<file path="src/rtl/rv32i_program_encoder.sv">
// rv32i_program_encoder
// Packs one instruction per handshake into an RV32I 32-bit word and streams the
// words into instruction memory at consecutive word addresses from BASE_ADDR.
// The instruction is given as a mnemonic code plus rd/rs1/rs2/imm fields.
//
// Ports
//   clk, rst_n          clock (rising edge), asynchronous active-low reset
//   start               1-cycle pulse: flush pipeline, rewind address, clear counts/flags
//   in_valid/in_ready   instruction handshake (transfer when both high)
//   in_mnem             mnemonic code 0..37 (>= 38 is illegal)
//   in_rd/rs1/rs2       register fields
//   in_imm              immediate in byte-offset/value form
//   mem_we/mem_ready    memory write handshake (write completes when both high)
//   mem_addr/mem_wdata  word address and encoded instruction of the pending write
//   instr_count         words written since start
//   err_illegal         1-cycle pulse after an illegal mnemonic was accepted and dropped
//   prog_full           sticky once DEPTH legal entries have been issued
//
// Pipeline: S1 holds the freshly encoded word, S2 drives mem_*. S2 holds while
// the memory stalls, and S1 only refills when S2 can move on.

module rv32i_program_encoder #(
    parameter int ADDR_W    = 8,
    parameter int DEPTH     = 256,
    parameter int BASE_ADDR = 0
) (
    input  logic              clk,
    input  logic              rst_n,
    input  logic              start,
    input  logic              in_valid,
    output logic              in_ready,
    input  logic [5:0]        in_mnem,
    input  logic [4:0]        in_rd,
    input  logic [4:0]        in_rs1,
    input  logic [4:0]        in_rs2,
    input  logic [31:0]       in_imm,
    output logic              mem_we,
    input  logic              mem_ready,
    output logic [ADDR_W-1:0] mem_addr,
    output logic [31:0]       mem_wdata,
    output logic [ADDR_W:0]   instr_count,
    output logic              err_illegal,
    output logic              prog_full
);

    localparam logic [ADDR_W-1:0] BASE    = ADDR_W'(BASE_ADDR);
    localparam logic [ADDR_W:0]   DEPTH_C = (ADDR_W+1)'(DEPTH);
    localparam logic [ADDR_W:0]   ONE_C   = (ADDR_W+1)'(1);

    localparam logic [6:0] OP_LUI    = 7'b0110111;
    localparam logic [6:0] OP_AUIPC  = 7'b0010111;
    localparam logic [6:0] OP_JAL    = 7'b1101111;
    localparam logic [6:0] OP_JALR   = 7'b1100111;
    localparam logic [6:0] OP_BRANCH = 7'b1100011;
    localparam logic [6:0] OP_LOAD   = 7'b0000011;
    localparam logic [6:0] OP_STORE  = 7'b0100011;
    localparam logic [6:0] OP_IMM    = 7'b0010011;
    localparam logic [6:0] OP_REG    = 7'b0110011;
    localparam logic [6:0] F7_ALT    = 7'b0100000;

    typedef enum logic [2:0] {
        FMT_ZERO,
        FMT_R,
        FMT_I,
        FMT_SH,
        FMT_S,
        FMT_B,
        FMT_U,
        FMT_J
    } fmt_t;

    fmt_t        fmt;
    logic [6:0]  opcode;
    logic [2:0]  funct3;
    logic [6:0]  funct7;
    logic        legal;
    logic [31:0] enc_word;

    logic              s1_v;
    logic [31:0]       s1_word;
    logic              s2_v;
    logic [ADDR_W:0]   issued;

    logic fire;
    logic legal_fire;
    logic s2_free;
    logic wr_done;

    // Mnemonic decode: select format and the fixed opcode/funct fields.
    always_comb begin
        fmt    = FMT_ZERO;
        opcode = 7'b0;
        funct3 = 3'b0;
        funct7 = 7'b0;
        legal  = 1'b1;
        case (in_mnem)
            6'd0:  fmt = FMT_ZERO;
            6'd1:  begin fmt = FMT_U; opcode = OP_LUI;   end
            6'd2:  begin fmt = FMT_U; opcode = OP_AUIPC; end
            6'd3:  begin fmt = FMT_J; opcode = OP_JAL;   end
            6'd4:  begin fmt = FMT_I; opcode = OP_JALR;  end
            6'd5:  begin fmt = FMT_B; opcode = OP_BRANCH; funct3 = 3'b000; end
            6'd6:  begin fmt = FMT_B; opcode = OP_BRANCH; funct3 = 3'b001; end
            6'd7:  begin fmt = FMT_B; opcode = OP_BRANCH; funct3 = 3'b100; end
            6'd8:  begin fmt = FMT_B; opcode = OP_BRANCH; funct3 = 3'b101; end
            6'd9:  begin fmt = FMT_B; opcode = OP_BRANCH; funct3 = 3'b110; end
            6'd10: begin fmt = FMT_B; opcode = OP_BRANCH; funct3 = 3'b111; end
            6'd11: begin fmt = FMT_I; opcode = OP_LOAD;  funct3 = 3'b000; end
            6'd12: begin fmt = FMT_I; opcode = OP_LOAD;  funct3 = 3'b001; end
            6'd13: begin fmt = FMT_I; opcode = OP_LOAD;  funct3 = 3'b010; end
            6'd14: begin fmt = FMT_I; opcode = OP_LOAD;  funct3 = 3'b100; end
            6'd15: begin fmt = FMT_I; opcode = OP_LOAD;  funct3 = 3'b101; end
            6'd16: begin fmt = FMT_S; opcode = OP_STORE; funct3 = 3'b000; end
            6'd17: begin fmt = FMT_S; opcode = OP_STORE; funct3 = 3'b001; end
            6'd18: begin fmt = FMT_S; opcode = OP_STORE; funct3 = 3'b010; end
            6'd19: begin fmt = FMT_I;  opcode = OP_IMM; funct3 = 3'b000; end
            6'd20: begin fmt = FMT_I;  opcode = OP_IMM; funct3 = 3'b010; end
            6'd21: begin fmt = FMT_I;  opcode = OP_IMM; funct3 = 3'b011; end
            6'd22: begin fmt = FMT_I;  opcode = OP_IMM; funct3 = 3'b100; end
            6'd23: begin fmt = FMT_I;  opcode = OP_IMM; funct3 = 3'b110; end
            6'd24: begin fmt = FMT_I;  opcode = OP_IMM; funct3 = 3'b111; end
            6'd25: begin fmt = FMT_SH; opcode = OP_IMM; funct3 = 3'b001; end
            6'd26: begin fmt = FMT_SH; opcode = OP_IMM; funct3 = 3'b101; end
            6'd27: begin fmt = FMT_SH; opcode = OP_IMM; funct3 = 3'b101; funct7 = F7_ALT; end
            6'd28: begin fmt = FMT_R; opcode = OP_REG; funct3 = 3'b000; end
            6'd29: begin fmt = FMT_R; opcode = OP_REG; funct3 = 3'b000; funct7 = F7_ALT; end
            6'd30: begin fmt = FMT_R; opcode = OP_REG; funct3 = 3'b001; end
            6'd31: begin fmt = FMT_R; opcode = OP_REG; funct3 = 3'b010; end
            6'd32: begin fmt = FMT_R; opcode = OP_REG; funct3 = 3'b011; end
            6'd33: begin fmt = FMT_R; opcode = OP_REG; funct3 = 3'b100; end
            6'd34: begin fmt = FMT_R; opcode = OP_REG; funct3 = 3'b101; end
            6'd35: begin fmt = FMT_R; opcode = OP_REG; funct3 = 3'b101; funct7 = F7_ALT; end
            6'd36: begin fmt = FMT_R; opcode = OP_REG; funct3 = 3'b110; end
            6'd37: begin fmt = FMT_R; opcode = OP_REG; funct3 = 3'b111; end
            default: legal = 1'b0;
        endcase
    end

    // Field packing; fields not used by a format stay zero.
    always_comb begin
        enc_word = 32'h0;
        case (fmt)
            FMT_R:  enc_word = {funct7, in_rs2, in_rs1, funct3, in_rd, opcode};
            FMT_I:  enc_word = {in_imm[11:0], in_rs1, funct3, in_rd, opcode};
            FMT_SH: enc_word = {funct7, in_imm[4:0], in_rs1, funct3, in_rd, opcode};
            FMT_S:  enc_word = {in_imm[11:5], in_rs2, in_rs1, funct3, in_imm[4:0], opcode};
            FMT_B:  enc_word = {in_imm[12], in_imm[10:5], in_rs2, in_rs1, funct3,
                                in_imm[4:1], in_imm[11], opcode};
            FMT_U:  enc_word = {in_imm[31:12], in_rd, opcode};
            FMT_J:  enc_word = {in_imm[20], in_imm[10:1], in_imm[11], in_imm[19:12],
                                in_rd, opcode};
            default: enc_word = 32'h0;
        endcase
    end

    assign mem_we     = s2_v;
    assign s2_free    = !s2_v || mem_ready;
    assign wr_done    = s2_v && mem_ready;
    // rst_n keeps in_ready low while reset is held; start blocks same-cycle accepts.
    assign in_ready   = rst_n && !start && !prog_full && (!s1_v || !s2_v || mem_ready);
    assign fire       = in_valid && in_ready;
    assign legal_fire = fire && legal;

    always_ff @(posedge clk or negedge rst_n) begin
        if (!rst_n) begin
            s1_v        <= 1'b0;
            s1_word     <= 32'h0;
            s2_v        <= 1'b0;
            mem_wdata   <= 32'h0;
            mem_addr    <= BASE;
            instr_count <= '0;
            issued      <= '0;
            prog_full   <= 1'b0;
            err_illegal <= 1'b0;
        end else if (start) begin
            // A write pending in S2 is discarded without being counted.
            s1_v        <= 1'b0;
            s2_v        <= 1'b0;
            mem_wdata   <= 32'h0;
            mem_addr    <= BASE;
            instr_count <= '0;
            issued      <= '0;
            prog_full   <= 1'b0;
            err_illegal <= 1'b0;
        end else begin
            err_illegal <= fire && !legal;

            if (s2_free) begin
                s2_v <= s1_v;
                if (s1_v) begin
                    mem_wdata <= s1_word;
                end
            end

            if (!s1_v || s2_free) begin
                s1_v <= legal_fire;
                if (legal_fire) begin
                    s1_word <= enc_word;
                end
            end

            if (wr_done) begin
                instr_count <= instr_count + ONE_C;
                if (mem_addr != {ADDR_W{1'b1}}) begin
                    mem_addr <= mem_addr + 1'b1;
                end
            end

            if (legal_fire) begin
                issued <= issued + ONE_C;
                if (issued + ONE_C == DEPTH_C) begin
                    prog_full <= 1'b1;
                end
            end
        end
    end

endmodule

</file>
<file path="config.mk">
export PLATFORM = sky130hd
export DESIGN_NAME = rv32i_program_encoder
export DESIGN_NICKNAME = d
export VERILOG_FILES = /design/src/rtl/rv32i_program_encoder.sv
export SDC_FILE = /design/constraint.sdc
export NUM_CORES = 1
export LEC_CHECK = 0
export ABC_CLOCK_PERIOD_IN_PS = 2000
export CAP_MARGIN = 20
export CELL_PAD_IN_SITES_DETAIL_PLACEMENT = 1
export CELL_PAD_IN_SITES_GLOBAL_PLACEMENT = 1
export CORE_ASPECT_RATIO = 0.8
export CORE_MARGIN = 2
export CORE_UTILIZATION = 39
export CTS_BUF_LIST = sky130_fd_sc_hd__clkbuf_8
export DETAILED_ROUTE_END_ITERATION = 6
export GPL_TIMING_DRIVEN = 1
export PLACE_DENSITY = 0.79
export SYNTH_ARGS = -nofsm -noshare
export SYNTH_HDL_FRONTEND = slang
export SYNTH_SLANG_ARGS = --single-unit
</file>
<file path="constraint.sdc">
create_clock -name clk -period 2 [get_ports clk]
set_clock_uncertainty 0.05 [all_clocks]
set_input_delay 0.4 -clock clk [delete_from_list [all_inputs] [get_ports clk]]
set_output_delay 0.4 -clock clk [all_outputs]
set_load 0.05 [all_outputs]
</file>
Word-level counts from Yosys, hierarchy flattened:

Cells that the tools add are included.

* equal/unequal tests: 46
* bitwise operators: 1
* multiplexer cells: 24
* add/sub/neg operators: 3
* reduce and logical (&&, ||, !) cells: 45

Operators by type and width (number)
* $pmux 32 s7: 1
* $eq 6x5->1 const B: 16
* $mux 32: 3
* $pmux 7 s9: 1
* $eq 6x4->1 const B: 8
* $pmux 3 s7: 2
* $reduce_or 38->1: 1
* $eq 6x6->1 const B: 6
* $mux 9: 4
* $eq 6x3->1 const B: 4
* $mux 8: 3
* $add 9x1->9 const B: 2
* $reduce_or 3->1: 5
* $reduce_bool 2->1: 7
* $eq 3x3->1 const B: 4
* $eq 6x2->1 const B: 2
* $reduce_or 12->1: 1
* $reduce_or 6->1: 2
* $reduce_or 10->1: 1
* $reduce_or 5->1: 2
* $eq 9x9->1 const B: 1
* $mux 1: 9
* $reduce_or 9->1: 1
* $add 8x1->8 const B: 1
* other kinds (14): 32

* output and inout bits: 53
* bits of input ports: 58
* register bits: 94
* logic and storage cells: 128

Longest topological paths before layout:

* word-level depth: 8
* mapped depth: 7
* depth with buffers taken out: 6

Worst setup path after synthesis:

No wires, ideal clock.

* path kind: register -> output
* from: register s2_v (netlist: mem_we)
* to: output in_ready
* path buffers: 0
* setup slack: -968 ps
* stages on the path, launching flop included: 3
* required time: 1550 ps
* arrival: 2518 ps
* path through: dfrtp_1 and3b_1 nor4b_1

* longest elaborated chain between the ends: 4

Ends and longest elaborated chain
* from (decl): RTL line 81 `logic s2_v;`
* from (signal assigned): RTL line 189 `s2_v <= s1_v;`
* $logic_not 1->1: RTL line 160 `assign in_ready = rst_n && !start && !prog_full && (!s1_v || !s2_v || mem_ready);`
* $logic_or 1x1->1 (2 in series): RTL line 160
* $logic_and 1x1->1: RTL line 160
* to (decl): RTL line 31 `output logic in_ready,`

Every way passes these cells.

Worst setup path after layout:

* from: register s1_v
* to: output in_ready

* longest elaborated chain between the ends: 4

Ends and longest elaborated chain
* from (decl): RTL line 79 `logic s1_v;`
* from (signal assigned): RTL line 196 `s1_v <= legal_fire;`
* $logic_not 1->1: RTL line 160
* $logic_or 1x1->1 (2 in series): RTL line 160
* $logic_and 1x1->1: RTL line 160

Every way passes these cells.

==> summary.md <==
| Metric | Value |
|---|---|
| Final min period | 1950 ps |
| Final setup viols | 0 |
| TritonRoute pass-1 iters | 6 |
| Die width | 128 µm |
| DR vias/cell | around 5.7 |
| Num Clock Sinks | 92 |
| Clock latency on the worst-skew pair | roughly 360 ps |
| Initial Util | 39.5% |
| Footprint of the multi-input gates | around 0.0023 mm² |
| EDFF count, synth | 0 |
| WL/cell | roughly 20 µm |
| Final Hold Vio Count | 0 |
| GPL Wtd Cong | between 0.9 and 1 |
| Cell Pwr Density | a little under 600 mW/mm² |
| Vias | 4572 |
| # IOs | about 110 |
| Top cells by area, synth | dfrtp_1 (48%), a22o_1 (6.2%), nand2_1 (4.4%) |
| Initial antenna violation count | 0 |
| Cell Area, Placed | between 0.006 and 0.007 mm² |
| Fillers | 1358 |
| Crit path max-delay cell type | dfrtp_1 |
| DR DRC count | 0 |
| Placed cells | about 790 |
| Yosys top cell area share | approximately 48% |
| Worst Path Arrival | 1500 ps |
| CP Launch Type | flop |
| Internal Pwr Total | a little under 0.003 W |
| Commonest register cell after synthesis | dfrtp_1 |
| Register area | 0.00230 mm² |
| Warnings from Yosys | 0 |
| Min-delay worst type | primary input to asynchronous set/reset pin |
| VDD IR max | 312 µV |
| Reg clk slew, reported paths | around 90 ps |
| Seq cells post-synth | 92 |
| Avg Cell Area, Syn | just under 10 µm² |
| Gr usage total | approximately 26% |
| Final period utilization | a little over nine tenths |
| CTS tree | built |
| Crit end category | primary output |
| Post-DRT Antenna Nets | 0 |
| Crit path required time | 1550 ps |
| Count of different cell masters after synthesis | 68 |
| Quantity of hold-fixing buffers added after cts | 0 |
| Sw power | 0.00113 W |
| Worst setup path class | flop to primary output |
| Vias in the first global route | 4898 |
| First-pass GRT wire length | 26500 µm |
| Layout cells sized above 1 | roughly 23% |
| Logic pwr share | 18.6% |
| Cell row count | 36 |
| Critical Path Max Stage Delay | 390 ps |
| Crit path max fanout | 2 |
| Core area | 0.0121 mm² |
| Total grt overflow | 0 |
| Die height | 103 µm |
| Slew at the pin with the worst max-slew slack | 513 ps |
| Mapped Area | 0.00477 mm² |
| Worst R2R Start | mem_addr[3]$_DFFE_PN0P_ |
| Status | finished, final reports clean |
| H-tree levels | 3 |
| LEAKAGE | 3.28 nW |
| DRT Wirelength | 16400 µm |
| Total Power | 0.00405 W |
| Crit-path cells | and3b_2 -> nor4b_4 -> buf_12 |
| Origin of the worst setup path | s1_v$_DFFE_PN0P_ |
| Sequential-to-total area share from yosys stat | between 40% and 50% |
| Largest net degree at the start of global routing | 93 |
| Total CTS buffers | 9 |
| Final Max Tran Viols | 0 |
| Reg2reg path depth | 5 |
| Post-Syn Instances | 493 |
| Area leader, netlist | dfrtp_1 |
| Switching Fraction | 27.9% |
| Setup TNS | 0 ps |
| Async SR Flop Fraction | 100% |
| Finished Layout Cells | between 800 and 900 |
| Sequential share of power | 50.5% |
| Layout Nets | 711 |
| CTS Buffer Depth | 2 |
| RSZ-0062 raised after global routing | yes |
| Max Cap Viol | 0 |
| Die ar. | between 0.01 and 0.015 mm² |
| Root buffer cell | clkbuf_8 |
| Max-slew headroom | 65.7% |
| Max Fclk | about 510 MHz |
| Clk network pwr share | 30.8% |
| Layout area overhead | 42.5% |
| Syn nets | ~550 |
| Port bufs | 110 |
| Initial drt markers | 309 |
| R2r setup slk | 90 ps |
| N_diodes | 0 |
| Final non-filler cell area | 0.00680 mm² |
| Detailed Place HPWL | roughly 12000 µm |
-- area by class of cell --
class,instances,share of cell area [%]
Multi-Input combinational cell,354,34.3
Sequential cell,92,33.9
Timing Repair Buffer,186,25.6
Tap cell,152,2.80
Clock buffer,13,2.63
Inverter,7,0.442
Clock inverter,3,0.295
-- worst max-delay path: cells and delay by family, from the launching register on --
family | cells | cell delay [ps]
DFF | 1 | 390
buffers and inverters | 1 | 180
and+or+nand+nor | 2 | 560
-- cells by family (layout without fill, tap and decap cells) --
family	after synthesis	after routing	synth area share, %
buffers and inverters	47	209	4.80
muxes	11	11	2.31
adders and majority gates	3	3	0.787
AOI/OAI and AO/OA	155	155	23.6
DFF	92	92	48.3
xor gates and xnor gates	16	16	2.94
and+or+nand+nor	169	169	17.3
-- repair_timing --
item,CTS,global route
pin swaps,3,3
gates resized for setup,30,25
setup buffers,4,0
gates cloned,1,0
endpoints found under the setup margin,35,34
-- power by group through the flow --
stage	clock (W)	sequential (W)	combinational (W)
finish	0.00125	0.00205	0.000755
global route	0.00135	0.00206	0.000822
CTS	0.00128	0.00205	0.000744
detailed placement	0	0.00208	0.000723
global placement	0	0.00207	0.000703
floorplan	0	0.00209	0.000320
-- final timing paths --
kind / endpoint
min in group clk: err_illegal$_DFF_PN0_
min reg2reg: s1_word[3]$_DFFE_PN0P_
max reg2reg: mem_addr[1]$_DFFE_PN0P_
max: in_ready
min: issued[5]$_DFFE_PN0P_
max in group asynchronous: s1_word[30]$_DFFE_PN0P_
-- synth_stat cells (all sizes together), types with 3 or more instances --
| cell | number |
|---|---|
| and3 | 4 |
| buf | 28 |
| clkbuf | 12 |
| nor3 | 9 |
| o21ai | 45 |
| o211ai | 3 |
| a211oi | 6 |
| or3 | 3 |
| a31oi | 4 |
| nor2 | 42 |
| a22oi | 7 |
| xnor2 | 6 |
| ha | 3 |
| o31ai | 4 |
| a211o | 3 |
| and2 | 6 |
| nand3 | 11 |
| nand2 | 56 |
| a21oi | 21 |
| nand4 | 7 |
| xor2 | 10 |
| inv | 7 |
| a222oi | 6 |
| nor2b | 12 |
| a22o | 34 |
| dfrtp | 92 |
| nor4b | 3 |
| nor4 | 3 |
| mux2i | 11 |
-- sequential cells by signal (all words and copies together) (netlist names) --
register / flops
mem_wdata: 31
s1_word: 31
instr_count: 9
issued: 9
mem_addr: 8
err_illegal: 1
mem_we: 1
prog_full: 1
s1_v: 1
-- routing by layer --
metal	GRT usage (%)	vias to the layer above	routed length (µm)
li1	-	2123	-
met1	33.2	2282	7200
met2	44.1	132	7960
met3	6.59	35	857
met4	7.27	0	429
met5	0	-	0
-- layout by cell type (no fill, tap or decap), types with 4 or more instances in the layout --
cell             Yosys  final
dlymetal6s2s_1       0     10
a21oi_1             21     20
nor2b_1             12     12
a222oi_1             6      6
clkdlybuf4s50_1      0     50
nor3_1               9      8
and2_1               5      4
xor2_1              10     10
clkbuf_8             0     13
nand3_1             10     10
mux2i_1             11     10
a22o_1              34     34
o21ai_1             14     15
buf_4                5     95
a22oi_1              7      7
dfrtp_1             92     92
nor2_1              41     38
nand4_1              7      7
nand2_1             56     56
dlygate4sd2_1        0     18
o21ai_0             31     30
buf_12               0      9
a31oi_1              4      4
xnor2_1              6      5
a211oi_1             5      4
inv_1                7      7
and3_1               4      4
-- stage by stage --
step	hold slack (ps)	setup slack (ps)	util [%]
detailed placement	425	-670	53.2
CTS	70.2	4.73	55.5
floorplan	54.4	24.9	-
global route	102	-20.2	56.3
finish	74.1	49.7	56.3
global placement	413	-480	53.2
Note: power is estimated with default switching activity, not from simulation.
==> variant (same flow settings) <==
Register the output `instr_count` once more, cleared by the reset; this adds one clock of latency there. The other outputs are not delayed to match.
--- a/src/rtl/rv32i_program_encoder.sv
+++ b/src/rtl/rv32i_program_encoder.sv
@@ -68,6 +68,8 @@
         FMT_U,
         FMT_J
     } fmt_t;
+
+    logic [ADDR_W:0] instr_count_s0;
 
     fmt_t        fmt;
     logic [6:0]  opcode;
@@ -168,7 +170,7 @@
             s2_v        <= 1'b0;
             mem_wdata   <= 32'h0;
             mem_addr    <= BASE;
-            instr_count <= '0;
+            instr_count_s0 <= '0;
             issued      <= '0;
             prog_full   <= 1'b0;
             err_illegal <= 1'b0;
@@ -178,7 +180,7 @@
             s2_v        <= 1'b0;
             mem_wdata   <= 32'h0;
             mem_addr    <= BASE;
-            instr_count <= '0;
+            instr_count_s0 <= '0;
             issued      <= '0;
             prog_full   <= 1'b0;
             err_illegal <= 1'b0;
@@ -200,7 +202,7 @@
             end
 
             if (wr_done) begin
-                instr_count <= instr_count + ONE_C;
+                instr_count_s0 <= instr_count_s0 + ONE_C;
                 if (mem_addr != {ADDR_W{1'b1}}) begin
                     mem_addr <= mem_addr + 1'b1;
                 end
@@ -215,5 +217,13 @@
         end
     end
 
+    always_ff @(posedge clk or negedge rst_n) begin
+        if (!rst_n) begin
+            instr_count <= '0;
+        end else begin
+            instr_count <= instr_count_s0;
+        end
+    end
+
 endmodule
 
Check against the original RTL: not equivalent (a bounded check fails within 4 cycles, from zero or initial values and one cycle with rst_n low).
==> variant against the original RTL <==
Total power up 6.0%. Via count rose by 2.8%. Sequential cell count increased by 9. Setup slack better by 0.0034 ns. Routed wire length rose by 7.2%. Combinational power is 5.3% higher. Critical path type is now primary input to flip-flop. Final area is 4.3% higher. Clock power barely moved. Synthesized area up 5.7%. Critical endpoint is now s1_word[20]$_DFFE_PN0P_. Highest routed layer unchanged. Hold slack gained 0.040 ns.
==> variant: results (changes against the original RTL) <==
metric;value;unit;change
status;complete, no violations;;
Sw Ratio;29.8;%;+1.9 points
pin count of the biggest net entering global routing;53;;-43%
clk slew on worst S/H paths;0.11;ns;+0.02 ns
Post-Synth Adder-Cell Area;0.745;%;-0.042 points
top cells by count, synth;dfrtp_1, nand2_1, a22o_1;;
wire length on met1;8240;um;+14%
syn_area_per_cell;9.99;um^2;+3.4%
slack of the worst reg-to-reg path;0.11;ns;+0.02 ns
post-synth net total;565;;+2.0%
Met3 Routed Length;810;um;-5.5%
post-synthesis mux area share;1.39;%;-0.92 points
peak supply drop;0.000373;V;+20%
Vias;4702;;+2.8%
R2R Path Start;prog_full$_DFFE_PN0P_;;
# fillers;1439;;+6.0%
Multi-In Gates;352;;-0.56%
FF+latch area;2530;um^2;+9.8%
worst slew pin tran;0.671;ns;+0.158 ns
Hold WS;0.114;ns;+0.0400 ns
Final Wtd Congestion;0.872;;-11%
Global Route met1 Usage;37.9;%;+4.7 points
M2 GR Usage;43.5;%;-0.61 points
share of layout cells above drive strength 1;22.5;%;-0.40 points
Clock Network Area Fraction;2.65;%;-0.28 points
Initial DRT Pass Iterations;5;;-1
area taken by multi-input logic gates;2360;um^2;+1.3%
xor/xnor cell area share of the yosys netlist;2.78;%;-0.16 points
worst setup path startpoint;in_mnem[0];;
dpl cells;837;;+6.5%
crit path DAT;2.22;ns;+0.72 ns
met3 Track Usage GR;4.42;%;-2.2 points
RR Endpoint;s1_word[23]$_DFFE_PN0P_;;
Logic inverters;13;;+6
CP endpoint;s1_word[20]$_DFFE_PN0P_;;
met2 wire len;8410;um;+5.7%
post-DP HPWL;13400;um;+12%
clock buffer count;9;;-4
crit-path max FO;6;;+4
WL final;17600;um;+7.2%
sequential area share after synthesis;50.2;%;+1.9 points
vias in the first global route;5028;;+2.7%
DRT iter0 DRCs;252;;-18%
first-pass GRT wire length;28300;um;+6.9%
total track usage;26.7;%;+0.86 points
Non-clock buffers;198;;+6.5%
-- variant: cell count changes after synthesis, sizes merged, moves of 5 or more --
cell and delta:
and3 +8, inv +6, a222oi -5, nor2 -12, dfrtp +9, a221o +5
buf -6
-- variant: what timing repair did --
item,CTS,global route
hold endpoints to repair,0,0
setup endpoints to repair,37,18
pin swaps,3,2
gates resized for setup,41,14
setup buffers,2,1
-- variant: per-stage QoR --
step           setup WS, ns  total power [mW]  cell area (um^2)  utilization, %  setup TNS, ns
4_1_cts             -0.0452              4.32              7040            55.3        -0.0452
3_3_place_gp         -0.432              3.04              6840            53.7         -14.67
6_report             0.0531              4.29              7090            55.7              0
2_1_floorplan      0.000292              2.62              5040               -              0
5_1_grt             0.00116              4.49              7090            55.7              0
3_5_place_dp         -0.480              3.07              6840            53.7         -16.71
-- variant: worst max-delay path, stage by stage --
cell and delay, ns:
clkdlybuf4s50_1 0.54, buf_4 0.18, nor4_2 0.06, o31ai_1 0.26, buf_4 0.17, nand3_2 0.14
o311ai_1 0.31, a22o_1 0.16
